==> src/rtl/game_ctrl.sv <==
// Frame-rate game sequencer: collision capture, frame-rate button edge detection
// and the TITLE/PLAY/HIT/PAUSE/OVER state machine that configures the sprite modules.
module game_ctrl #(
    parameter int unsigned HIT_FRAMES = 60,
    parameter int unsigned LIVES      = 3,
    parameter int unsigned SPEED_INIT = 1,
    parameter int unsigned SPEED_MAX  = 7,
    parameter int unsigned SPEED_STEP = 10
) (
    input  logic       i_clk,
    input  logic       i_rst,
    input  logic       i_v_sync,
    input  logic       i_active,
    input  logic       i_btn1,
    input  logic       i_btn2,
    input  logic       i_btn3,
    input  logic       i_penguin_hit,
    input  logic       i_glacier1_hit,
    input  logic       i_glacier2_hit,
    input  logic       i_coin_hit,
    output logic [2:0] o_state,
    output logic       o_run,
    output logic [2:0] o_speed,
    output logic [7:0] o_score,
    output logic [1:0] o_lives,
    output logic       o_blink,
    output logic       o_jump,
    output logic       o_coin_respawn
);

    typedef enum logic [2:0] {
        S_TITLE = 3'd0,
        S_PLAY  = 3'd1,
        S_HIT   = 3'd2,
        S_PAUSE = 3'd3,
        S_OVER  = 3'd4
    } state_t;

    state_t     r_state;
    state_t     w_state_nxt;
    logic       r_vs_d;
    logic [2:0] r_btn_s0;
    logic [2:0] r_btn_s1;
    logic [2:0] r_btn_now;
    logic [2:0] r_btn_prev;
    logic       r_gcol;
    logic       r_ccol;
    logic [7:0] r_timer;
    logic [7:0] r_step;
    logic [2:0] r_speed;
    logic [7:0] r_score;
    logic [1:0] r_lives;
    logic       r_run;
    logic       r_blink;
    logic       r_jump;
    logic       r_resp;

    logic       w_tick;
    logic [2:0] w_press;
    logic       w_gpix;
    logic       w_cpix;
    logic       w_coin;
    logic [7:0] w_timer_nxt;
    logic [7:0] w_step_nxt;
    logic [2:0] w_speed_nxt;
    logic [7:0] w_score_nxt;
    logic [1:0] w_lives_nxt;
    logic       w_jump_nxt;
    logic       w_resp_nxt;

    assign w_tick  = i_v_sync & ~r_vs_d;
    assign w_press = r_btn_now & ~r_btn_prev;
    assign w_gpix  = i_active & i_penguin_hit & (i_glacier1_hit | i_glacier2_hit);
    assign w_cpix  = i_active & i_penguin_hit & i_coin_hit;

    // Input pipeline: frame tick, button synchronisers, per-frame collision flags.
    // The flags reload with the tick cycle's pixel so that pixel counts next frame.
    always_ff @(posedge i_clk) begin
        if (i_rst) begin
            r_vs_d     <= 1'b0;
            r_btn_s0   <= 3'b000;
            r_btn_s1   <= 3'b000;
            r_btn_now  <= 3'b000;
            r_btn_prev <= 3'b000;
            r_gcol     <= 1'b0;
            r_ccol     <= 1'b0;
        end else begin
            r_vs_d   <= i_v_sync;
            r_btn_s0 <= {i_btn3, i_btn2, i_btn1};
            r_btn_s1 <= r_btn_s0;
            if (w_tick) begin
                r_btn_now  <= r_btn_s1;
                r_btn_prev <= r_btn_now;
                r_gcol     <= w_gpix;
                r_ccol     <= w_cpix;
            end else begin
                r_gcol <= r_gcol | w_gpix;
                r_ccol <= r_ccol | w_cpix;
            end
        end
    end

    // State and game-variable registers; outputs follow the next-state values.
    always_ff @(posedge i_clk) begin
        if (i_rst) begin
            r_state <= S_TITLE;
            r_timer <= 8'd0;
            r_step  <= 8'd0;
            r_speed <= 3'(SPEED_INIT);
            r_score <= 8'd0;
            r_lives <= 2'(LIVES);
            r_run   <= 1'b0;
            r_blink <= 1'b0;
            r_jump  <= 1'b0;
            r_resp  <= 1'b0;
        end else begin
            r_state <= w_state_nxt;
            r_timer <= w_timer_nxt;
            r_step  <= w_step_nxt;
            r_speed <= w_speed_nxt;
            r_score <= w_score_nxt;
            r_lives <= w_lives_nxt;
            r_run   <= (w_state_nxt == S_PLAY) || (w_state_nxt == S_HIT);
            r_blink <= (w_state_nxt == S_HIT) & w_timer_nxt[3];
            r_jump  <= w_jump_nxt;
            r_resp  <= w_resp_nxt;
        end
    end

    // Next-state logic; everything is held except on the frame tick.
    always_comb begin
        w_state_nxt = r_state;
        w_timer_nxt = r_timer;
        w_step_nxt  = r_step;
        w_speed_nxt = r_speed;
        w_score_nxt = r_score;
        w_lives_nxt = r_lives;
        w_jump_nxt  = 1'b0;
        w_resp_nxt  = 1'b0;
        w_coin      = 1'b0;
        if (w_tick) begin
            if (w_press[2]) begin
                w_state_nxt = S_TITLE;
            end else begin
                case (r_state)
                    S_TITLE: begin
                        if (w_press[0]) begin
                            w_state_nxt = S_PLAY;
                            w_score_nxt = 8'd0;
                            w_lives_nxt = 2'(LIVES);
                            w_speed_nxt = 3'(SPEED_INIT);
                            w_step_nxt  = 8'd0;
                            w_resp_nxt  = 1'b1;
                        end
                    end
                    S_PLAY: begin
                        if (r_gcol) begin
                            if (r_lives <= 2'd1) begin
                                w_lives_nxt = 2'd0;
                                w_state_nxt = S_OVER;
                            end else begin
                                w_lives_nxt = r_lives - 2'd1;
                                w_state_nxt = S_HIT;
                                w_timer_nxt = 8'(HIT_FRAMES);
                            end
                        end else begin
                            w_coin     = r_ccol;
                            w_jump_nxt = w_press[1];
                            if (!r_ccol && w_press[0]) begin
                                w_state_nxt = S_PAUSE;
                            end
                        end
                    end
                    S_HIT: begin
                        w_coin     = r_ccol;
                        w_jump_nxt = w_press[1];
                        if (r_timer <= 8'd1) begin
                            w_timer_nxt = 8'd0;
                            w_state_nxt = S_PLAY;
                        end else begin
                            w_timer_nxt = r_timer - 8'd1;
                        end
                    end
                    S_PAUSE: begin
                        if (w_press[0]) begin
                            w_state_nxt = S_PLAY;
                        end
                    end
                    S_OVER: begin
                        if (w_press[0]) begin
                            w_state_nxt = S_TITLE;
                        end
                    end
                    default: begin
                        w_state_nxt = S_TITLE;
                    end
                endcase
            end
        end
        // Coin pickup: saturating score, speed bumps every SPEED_STEP coins.
        if (w_coin) begin
            w_resp_nxt = 1'b1;
            if (r_score != 8'hFF) begin
                w_score_nxt = r_score + 8'd1;
            end
            if (r_step >= 8'(SPEED_STEP - 1)) begin
                w_step_nxt = 8'd0;
                if (r_speed < 3'(SPEED_MAX)) begin
                    w_speed_nxt = r_speed + 3'd1;
                end
            end else begin
                w_step_nxt = r_step + 8'd1;
            end
        end
    end

    assign o_state        = r_state;
    assign o_run          = r_run;
    assign o_speed        = r_speed;
    assign o_score        = r_score;
    assign o_lives        = r_lives;
    assign o_blink        = r_blink;
    assign o_jump         = r_jump;
    assign o_coin_respawn = r_resp;

endmodule
==> config.mk <==
export PLATFORM = sky130hd
export DESIGN_NAME = game_ctrl
export DESIGN_NICKNAME = d
export VERILOG_FILES = /design/src/rtl/game_ctrl.sv
export SDC_FILE = /design/constraint.sdc
export NUM_CORES = 1
export LEC_CHECK = 0
export BUFFER_PORTS_ARGS = -buffer_cell sky130_fd_sc_hd__clkbuf_2
export CAP_MARGIN = 30
export CORE_MARGIN = 4
export CORE_UTILIZATION = 57
export DETAILED_ROUTE_END_ITERATION = 8
export PLACE_DENSITY = 0.83
export REMOVE_ABC_BUFFERS = 1
export SLEW_MARGIN = 20
export SYNTH_ARGS = -nofsm -noshare
export SYNTH_HDL_FRONTEND = slang
export SYNTH_SLANG_ARGS = --single-unit
==> constraint.sdc <==
create_clock -name i_clk -period 2.5 [get_ports i_clk]
set_input_delay 0.5 -clock i_clk [delete_from_list [all_inputs] [get_ports i_clk]]
set_output_delay 0.5 -clock i_clk [all_outputs]
set_load 0.02 [all_outputs]
==> results of run 1 <==
[registers in the layout (all words and copies together), names as in the netlist, 3 cells and up]
signal / count
o_speed: 3
r_btn_prev: 3
r_btn_now: 3
r_btn_s0: 3
r_btn_s1: 3
r_step: 8
o_score: 8
r_timer: 8
o_state: 3
[critical path: stages, from the launching register on]
cell       delay [ps]
dfxtp_1           650
and2b_4           310
o2111ai_4         200
or2_4             330
and2_4            170
a221o_1           340
[final timing paths]
| path | start | end | cells past startpoint |
|---|---|---|---|
| max | o_state[1] | o_score[5] | 5 |
| min | i_btn1 | r_btn_s0[0] | 2 |
| max reg2reg | o_state[1] | o_score[5] | 5 |
| min reg2reg | r_btn_prev[1] | o_jump | 1 |
[power breakdown]
| group | internal [W] | switching [W] |
|---|---|---|
| Sequential | 0.000821 | 0.00000758 |
| Combinational | 0.0000290 | 0.0000427 |
| Clock | 0.000324 | 0.000271 |
| Total | 0.00117 | 0.000321 |
[Yosys cell counts (2+ instances only)]
master and number:
nor3_2 3, or3_1 8, a21oi_1 28, and3_1 3, ha_1 7, o21ai_0 12, a31oi_1 3, nand2_1 34
nor3_1 8, a22o_1 3, nor3b_4 2, nor2b_1 11, nand3_1 11, or3b_1 2, mux2i_1 2, buf_2 3
o21bai_1 2, and2_1 2, o31ai_1 2, nor2_1 26, inv_1 13, o211ai_1 4, o32a_1 2, nand2b_1 4
clkbuf_1 6, o32ai_1 2, or2_2 2, nor3b_1 2, nor4_1 6, o31a_1 2, o21ai_1 2, dfxtp_1 51
[cell type report]
type	instances	share of cell area, %
Multi-Input combinational cell	223	49.43
Inverter	13	1.717
Clock buffer	6	2.905
Timing Repair Buffer	35	6.602
Sequential cell	51	35.92
Tap cell	50	2.201
Clock inverter	2	1.232
[cells by family (layout without fill, tap and decap cells)]
logic type / after synthesis / after routing / share of synthesized area [%]
and+or+nand+nor: 133 / 133 / 28.67
adders and majority gates: 7 / 7 / 3.460
DFF: 51 / 51 / 40.34
muxes: 3 / 3 / 1.236
AOI/OAI and AO/OA: 78 / 78 / 21.45
buffers and inverters: 24 / 56 / 4.152
xor gates and xnor gates: 2 / 2 / 0.6922
[stage by stage]
stage          total power (W)  hold WS [ps]  setup WS (ps)  cell area [um2]  util, %
2_1_floorplan        0.0008827         398.1          501.1             2475        -
3_3_place_gp         0.0009157         414.2          444.2             2725    65.76
3_5_place_dp         0.0009180         416.1          403.4             2725    65.76
4_1_cts               0.001503         387.9          422.3             2843    68.60
5_1_grt               0.001547         394.0          258.7             2843    68.60
6_report              0.001495         395.0          400.1             2843    68.60
[routing by layer]
metal	share of wire (%)	wire, um	track usage, %
met2	50	2772	37.46
met4	1.9	107	10.28
met1	43	2410	27.06
met3	5.1	284	5.607
met5	0	0	0
==> flow_metrics.tcl, run 1 <==
set metrics [dict create \
    outcome "finished, final reports clean" \
    cts_sinks 51 \
    yosysWarnings 0 \
    layout_commonest_cell "dfxtp_1" \
    routedWlPerCell_um 14.67 \
    worstMarginPinSlew_ps 643.4 \
    fin_skew_ps 7.297 \
    antenna_found_initial 0 \
    synth_edf_count 0 \
    final_max_slew_viol_count 0 \
    die-area_mm2 0.005571 \
    num_rows 23 \
    yosys-top-cells-area "dfxtp_1 40%, a21oi_1 5.5%, nand2_1 5.0%" \
    layout.nets 347 \
    setup_tns_ps 0 \
    dr.pass1.iters 4 \
    rrSetupSlack_ps 400 \
    finalNonFillerCells 380 \
    via_count 2293 \
    ctsHoldBuffers 0 \
    grt_pass1_wl_mm 9.708 \
    die_h_um 74.64 \
    netlist.area_leader.share_pct 40.34 \
    start_kind "flop" \
    syn_area_mm2 0.002531 \
    arrival_ps 2310 \
    layout-drive-gt1-share_pct 18.18 \
    final_cell_mix "51 x dfxtp_1, 34 x nand2_1, 30 x clkbuf_2" \
    core_mm2 0.004144 \
    grt_overflow 0 \
    via_per_inst 6.034 \
    ant_nets 0 \
    cts_max_path_buffers 2 \
    max_freq_ghz 0.4762 \
    multi_input_area_mm2 0.001405 \
    dp.cells 372 \
    synth_top_cell_by_area "dfxtp_1" \
    area_delta_synth_final_pct 12.31 \
    p_per_area_mw_per_mm2 525.8 \
    ctsResizeCount 0 \
    synth_ff_type "dfxtp_1" \
    worstSetupPathType "flop to flop" \
    leakage_nw 1.066 \
    num-fill-cells 375 \
    syn_inst 298 \
    crit_required_ps 2710 \
    num_io_pins 31 \
    timing.final.crit_share_pct 83.99 \
    cts_tree "built" \
    grt_pass1_vias 2165 \
    grt_max_degree 36 \
    grt_usage_pct 22.37 \
    drc 0 \
    wl_mm 5.574 \
    rsz0062_at_grt "false" \
    cts_root_buf "clkbuf_8" \
    slew_headroom_pct 56.92 \
    hpwlAfterDp_mm 3.899 \
    min_path_type "input port to flop" \
    critPathMaxFanout 14 \
    vdd_drop_max_mv 0.4376 \
    cts_setup_buffers 0 \
    gp_congestion 0.8874 \
    synthDistinctLibCells 62 \
    first_iter_violations 201 \
    ys_ff_latch 51 \
    maxCapViolations 0 \
    port-buffer-count 30 \
    clkTransAtPathRegs_ps 90 \
    diodes 0 \
    die_w_um 74.64 \
    clk_latency_ps 310 \
    hold_viol 0 \
    cts_buffers 5 \
    endpoint_kind "flop" \
    async_reset_ff_share_pct 0 \
    period_minus_slack_ps 2100 \
    cts_max_level 2 \
    seq_area_frac_synth_pct 40.34 \
    start_util_pct 61.08 \
    finalSetupViolations 0 \
    register_area_mm2 0.001021 \
    postSynthAreaPerCell_um2 8.494 \
]
Power figures use the tool's default switching activity.
==> run 2: changes to the inputs <==
--- a/config.mk
+++ b/config.mk
@@ -8,9 +8,9 @@
 export BUFFER_PORTS_ARGS = -buffer_cell sky130_fd_sc_hd__clkbuf_2
 export CAP_MARGIN = 30
 export CORE_MARGIN = 4
-export CORE_UTILIZATION = 57
+export CORE_UTILIZATION = 52
 export DETAILED_ROUTE_END_ITERATION = 8
-export PLACE_DENSITY = 0.83
+export PLACE_DENSITY = 0.8
 export REMOVE_ABC_BUFFERS = 1
 export SLEW_MARGIN = 20
 export SYNTH_ARGS = -nofsm -noshare
==> constraint.sdc (replaced) <==
create_clock -name i_clk -period 1.84 [get_ports i_clk]
set_input_delay 0.368 -clock i_clk [delete_from_list [all_inputs] [get_ports i_clk]]
set_output_delay 0.368 -clock i_clk [all_outputs]
set_load 0.02 [all_outputs]
==> flow_metrics.tcl, run 2 (synthesis gave the netlist of run 1 again) <==
set metrics [dict create \
    cts_setup_buffers 0 \
    switchingPower_w 0.0004403 \
    die_w_um 77.77 \
    start_util_pct 53.59 \
    r2r_start "o_score[0]" \
    gp_congestion 0.9632 \
    leakage_nw 1.223 \
    grt_pass1_wl_mm 9.998 \
    core_mm2 0.004723 \
    endpoint_kind "flop" \
    worstSetupPathType "flop to flop" \
    total_power_w 0.002045 \
    finalSetupViolations 0 \
    min_to "r_btn_s0[0]" \
    pwr-share-seq_pct 54.9 \
    crit_required_ps 2040 \
    worstMarginPinSlew_ps 419.2 \
    port-buffer-count 30 \
    grt_usage_pct 20.22 \
    routedWlPerCell_um 13.71 \
    cts_max_path_buffers 2 \
    clkTransAtPathRegs_ps 90 \
    p_int_w 0.001605 \
    vdd_drop_max_mv 0.5587 \
    clkPwrFrac_pct 39.5 \
    num_io_pins 31 \
    timing.final.crit_share_pct 95.66 \
    antenna_found_initial 0 \
    critPathMaxFanout 5 \
    final_max_slew_viol_count 0 \
    num_rows 25 \
    worstHoldStart "i_btn1" \
    pre_cts_slack_ps -36.69 \
    sw_frac_of_total_pct 21.53 \
    layout-drive-gt1-share_pct 27.30 \
    drc 0 \
    hold_viol 0 \
    layout.nets 376 \
    max_freq_ghz 0.5681 \
    via_count 2353 \
    first_iter_violations 112 \
    arrival_ps 1960 \
    slew_headroom_pct 71.79 \
    area_delta_synth_final_pct 23.63 \
    maxCapViolations 0 \
    dp.cells 418 \
    reg2regPathDepth 7 \
    wl_mm 5.840 \
    rsz0062_at_grt "false" \
    die-area_mm2 0.006048 \
    finalNonFillerCells 426 \
    hold_path_depth 2 \
    layout_commonest_cell "dfxtp_1" \
    num-fill-cells 399 \
    period_minus_slack_ps 1760 \
    rrSetupSlack_ps 80 \
    via_per_inst 5.523 \
    p_per_area_mw_per_mm2 653.6 \
    setup_ws_ps 79.85 \
    clk_latency_ps 310 \
    cts_root_buf "clkbuf_8" \
    start_kind "flop" \
    grt_overflow 0 \
    die_h_um 77.77 \
    grt_max_degree 36 \
    cts_sinks 51 \
    diodes 0 \
    min_path_type "input port to flop" \
    comb_power_share_pct 5.6 \
    fin_skew_ps 3.777 \
    utilization_pct 66.25 \
    setup_tns_ps 0 \
    cts_max_level 2 \
    grt_pass1_vias 2246 \
    cts_buffers 5 \
    cts_tree "built" \
    hpwlAfterDp_mm 4.245 \
    reg2reg_to "o_score[5]" \
    ctsHoldBuffers 0 \
    outcome "finished, final reports clean" \
    ant_nets 0 \
    final_cell_mix "50 x dfxtp_1, 34 x buf_4, 33 x nand2_1" \
    dr.pass1.iters 4 \
]
-- run 2: power by group through the flow --
| stage | clock network (W) | registers, W | logic (W) |
|---|---|---|---|
| 2_1_floorplan | 0 | 0.00115 | 0.0000497 |
| 5_1_grt | 0.000856 | 0.00113 | 0.000125 |
| 6_report | 0.000808 | 0.00112 | 0.000115 |
| 3_3_place_gp | 0 | 0.00115 | 0.000106 |
| 4_1_cts | 0.000817 | 0.00112 | 0.000110 |
| 3_5_place_dp | 0 | 0.00115 | 0.000109 |
-- run 2: layout make-up --
class                           count  area, um2  area share [%]
Multi-Input combinational cell    223       1451           46.38
Sequential cell                    51       1022           32.67
Timing Repair Buffer               64      405.4           12.95
Tap cell                           67      83.83           2.679
Clock buffer                        6      82.58           2.639
Inverter                           13      48.80           1.559
Clock inverter                      2      35.03           1.120
-- run 2: routing by layer --
layer / track usage (%) / routed length [um] / vias to the layer above
met3: 4.988 / 287 / 14
met1: 25.25 / 2606 / 1089
met5: 0 / 0 / -
met2: 33.82 / 2825 / 60
li1: - / - / 1190
met4: 6.762 / 119 / 0
-- run 2: worst max-delay path by stage --
stage                from         end  slack (ps)  cells after the start
6_report       o_score[0]  o_score[5]          80                      7
5_1_grt        r_timer[0]  r_timer[2]           3                      9
4_1_cts        o_state[1]   r_step[5]           9                      5
3_5_place_dp     i_v_sync     o_blink         -40                      7
3_3_place_gp     i_v_sync     o_blink          20                      7
2_1_floorplan  o_state[1]  o_score[5]        -160                      5
-- run 2: metrics by stage --
| step | hold WS (ps) | instance area [um2] |
|---|---|---|
| 3_5_place_dp | 417.5 | 2964 |
| 4_1_cts | 267.9 | 3088 |
| 2_1_floorplan | 398.1 | 2475 |
| 6_report | 269.5 | 3129 |
| 3_3_place_gp | 413.4 | 2964 |
| 5_1_grt | 284.1 | 3129 |
-- run 2: worst max-delay path, stage by stage (launching register included) --
cell	delay, ps
dfxtp_1	320
ha_1	230
nand3_1	130
buf_4	140
nor3_1	70
or2_4	260
and2_4	170
a221o_1	330
-- run 2: what timing repair did --
action                                  4_1_cts  5_1_grt
pin swaps                                     0        2
cloned                                        0        0
hold endpoints to repair                      0        0
endpoints found under the setup margin        1       17
gates resized for setup                       1       11
==> run 3: changes to the inputs <==
--- a/config.mk
+++ b/config.mk
@@ -5,13 +5,12 @@
 export SDC_FILE = /design/constraint.sdc
 export NUM_CORES = 1
 export LEC_CHECK = 0
+export ABC_AREA = 0
 export BUFFER_PORTS_ARGS = -buffer_cell sky130_fd_sc_hd__clkbuf_2
 export CAP_MARGIN = 30
-export CORE_MARGIN = 4
 export CORE_UTILIZATION = 52
 export DETAILED_ROUTE_END_ITERATION = 8
 export PLACE_DENSITY = 0.8
-export REMOVE_ABC_BUFFERS = 1
 export SLEW_MARGIN = 20
 export SYNTH_ARGS = -nofsm -noshare
 export SYNTH_HDL_FRONTEND = slang
==> flow_metrics.tcl, run 3 (synthesis gave the netlist of run 1 again) <==
set metrics [dict create \
    finalNonFillerCells 406 \
    start_kind "flop" \
    endpoint_kind "flop" \
    period_minus_slack_ps 1785 \
    cts_buffers 5 \
    final_cell_mix "47 x dfxtp_1, 34 x nand2_1, 30 x clkbuf_2" \
    gp_congestion 0.9378 \
    switchingPower_w 0.0004103 \
    finalSetupViolations 0 \
    path_cells "nor3b_4 > nand2_1 > o31a_1 > and2_4 > a221o_1" \
    dp.cells 400 \
    start_util_pct 53.95 \
    setup_tns_ps 0 \
    fin_skew_ps 4.898 \
    p_per_area_mw_per_mm2 604.9 \
    grt_max_degree 36 \
    synth_fp_nets 316 \
    area_delta_synth_final_pct 19.57 \
    core_mm2 0.004692 \
    final_max_slew_viol_count 0 \
    cts_sinks 51 \
    via_count 2310 \
    port-buffer-count 30 \
    worstSetupPathType "flop to flop" \
    ctsHoldBuffers 0 \
    antenna_found_initial 0 \
    num-fill-cells 431 \
    pre_cts_slack_ps -38.70 \
    vdd_drop_max_mv 0.4280 \
    clk_latency_ps 300 \
    outcome "finished, final reports clean" \
    cts_root_buf "clkbuf_8" \
    hpwlAfterDp_mm 3.982 \
    utilization_pct 64.51 \
    die-area_mm2 0.005151 \
    pwr-share-seq_pct 61.3 \
    cts_max_level 2 \
    p_int_w 0.001420 \
    cts_setup_buffers 0 \
    wl_mm 5.458 \
    worst_path_max_delay_cell "dfxtp_2" \
    grt_overflow 0 \
    arrival_ps 1980 \
    worstMarginPinSlew_ps 407.0 \
    layout-drive-gt1-share_pct 25.57 \
    ant_nets 0 \
    cts_max_path_buffers 2 \
    max_freq_ghz 0.5601 \
    critPathMaxFanout 6 \
    crit_required_ps 2030 \
    drc 0 \
    via_per_inst 5.690 \
    layout_commonest_cell "dfxtp_1" \
    comb_power_share_pct 6.4 \
    clkTransAtPathRegs_ps 80 \
    setup_ws_ps 54.71 \
    first_iter_violations 119 \
    sw_frac_of_total_pct 22.41 \
    slew_headroom_pct 72.66 \
    die_w_um 71.77 \
    num_io_pins 31 \
    leakage_nw 1.170 \
    routedWlPerCell_um 13.44 \
    num_rows 25 \
    holdWs_ps 269.4 \
    diodes 0 \
    timing.final.crit_share_pct 97.03 \
    layout.nets 371 \
    cpPeakStageDelay_ps 380 \
    maxCapViolations 0 \
    cts_tree "built" \
    grt_pass1_wl_mm 9.225 \
    hold_viol 0 \
    grt_pass1_vias 2179 \
    die_h_um 71.77 \
    min_path_type "input port to flop" \
    grt_usage_pct 22.92 \
    dr.pass1.iters 4 \
    rsz0062_at_grt "true" \
    clkPwrFrac_pct 32.4 \
]
[run 3: layout make-up]
type,instances,area (um2),area share (%)
clock buffers,6,72.57,2.398
well taps,54,67.56,2.232
repair buffers,59,371.6,12.28
flip-flops and latches,51,1028,33.98
inverters,13,48.80,1.612
multi-input cells,223,1438,47.50
[run 3: power groups by stage]
stage / clock [W] / combinational [W] / sequential, W
after detailed placement: 0 / 0.000112 / 0.00115
after global placement: 0 / 0.000109 / 0.00115
after CTS: 0.000617 / 0.000113 / 0.00112
after floorplan: 0 / 0.0000652 / 0.00115
after global routing: 0.000647 / 0.000129 / 0.00112
final: 0.000592 / 0.000117 / 0.00112
[run 3: metrics by stage]
stage | cell area, um2 | total power, W
floorplan | 2537 | 0.001212
global placement | 2913 | 0.001258
detailed placement | 2913 | 0.001261
CTS | 2989 | 0.001853
global route | 3027 | 0.001900
finish | 3027 | 0.001831
[run 3: path summary, 6_finish.rpt]
check                           slack (ps)          end           from  cells past startpoint
worst min-delay path                   270  r_btn_s0[1]         i_btn2                      2
worst min register to register         430       o_jump  r_btn_prev[1]                      1
worst max register to register          50   o_score[5]     o_state[2]                      5
worst max-delay path                    50   o_score[5]     o_state[2]                      5
[run 3: worst max-delay path: cells and delay by family (launching register included)]
| family | cells | cell delay, ps |
|---|---|---|
| AO/OA/AOI/OAI | 2 | 690 |
| AND/OR/NAND/NOR | 3 | 620 |
| flip-flops | 1 | 380 |
[run 3: timing repair]
action / in CTS / in global routing
pin swaps: 0 / 2
resized for setup: 1 / 12
endpoints found under the setup margin: 1 / 18
hold endpoints to repair: 0 / 0
[run 3: layer usage]
metal  up-vias  routed length (um)  track usage (%)
li1       1178                   -                -
met1      1082                2465            26.94
met2        43                2706            40.04
met3         7                 193            4.501
met4         0                  93            10.89
met5         -                   0                0
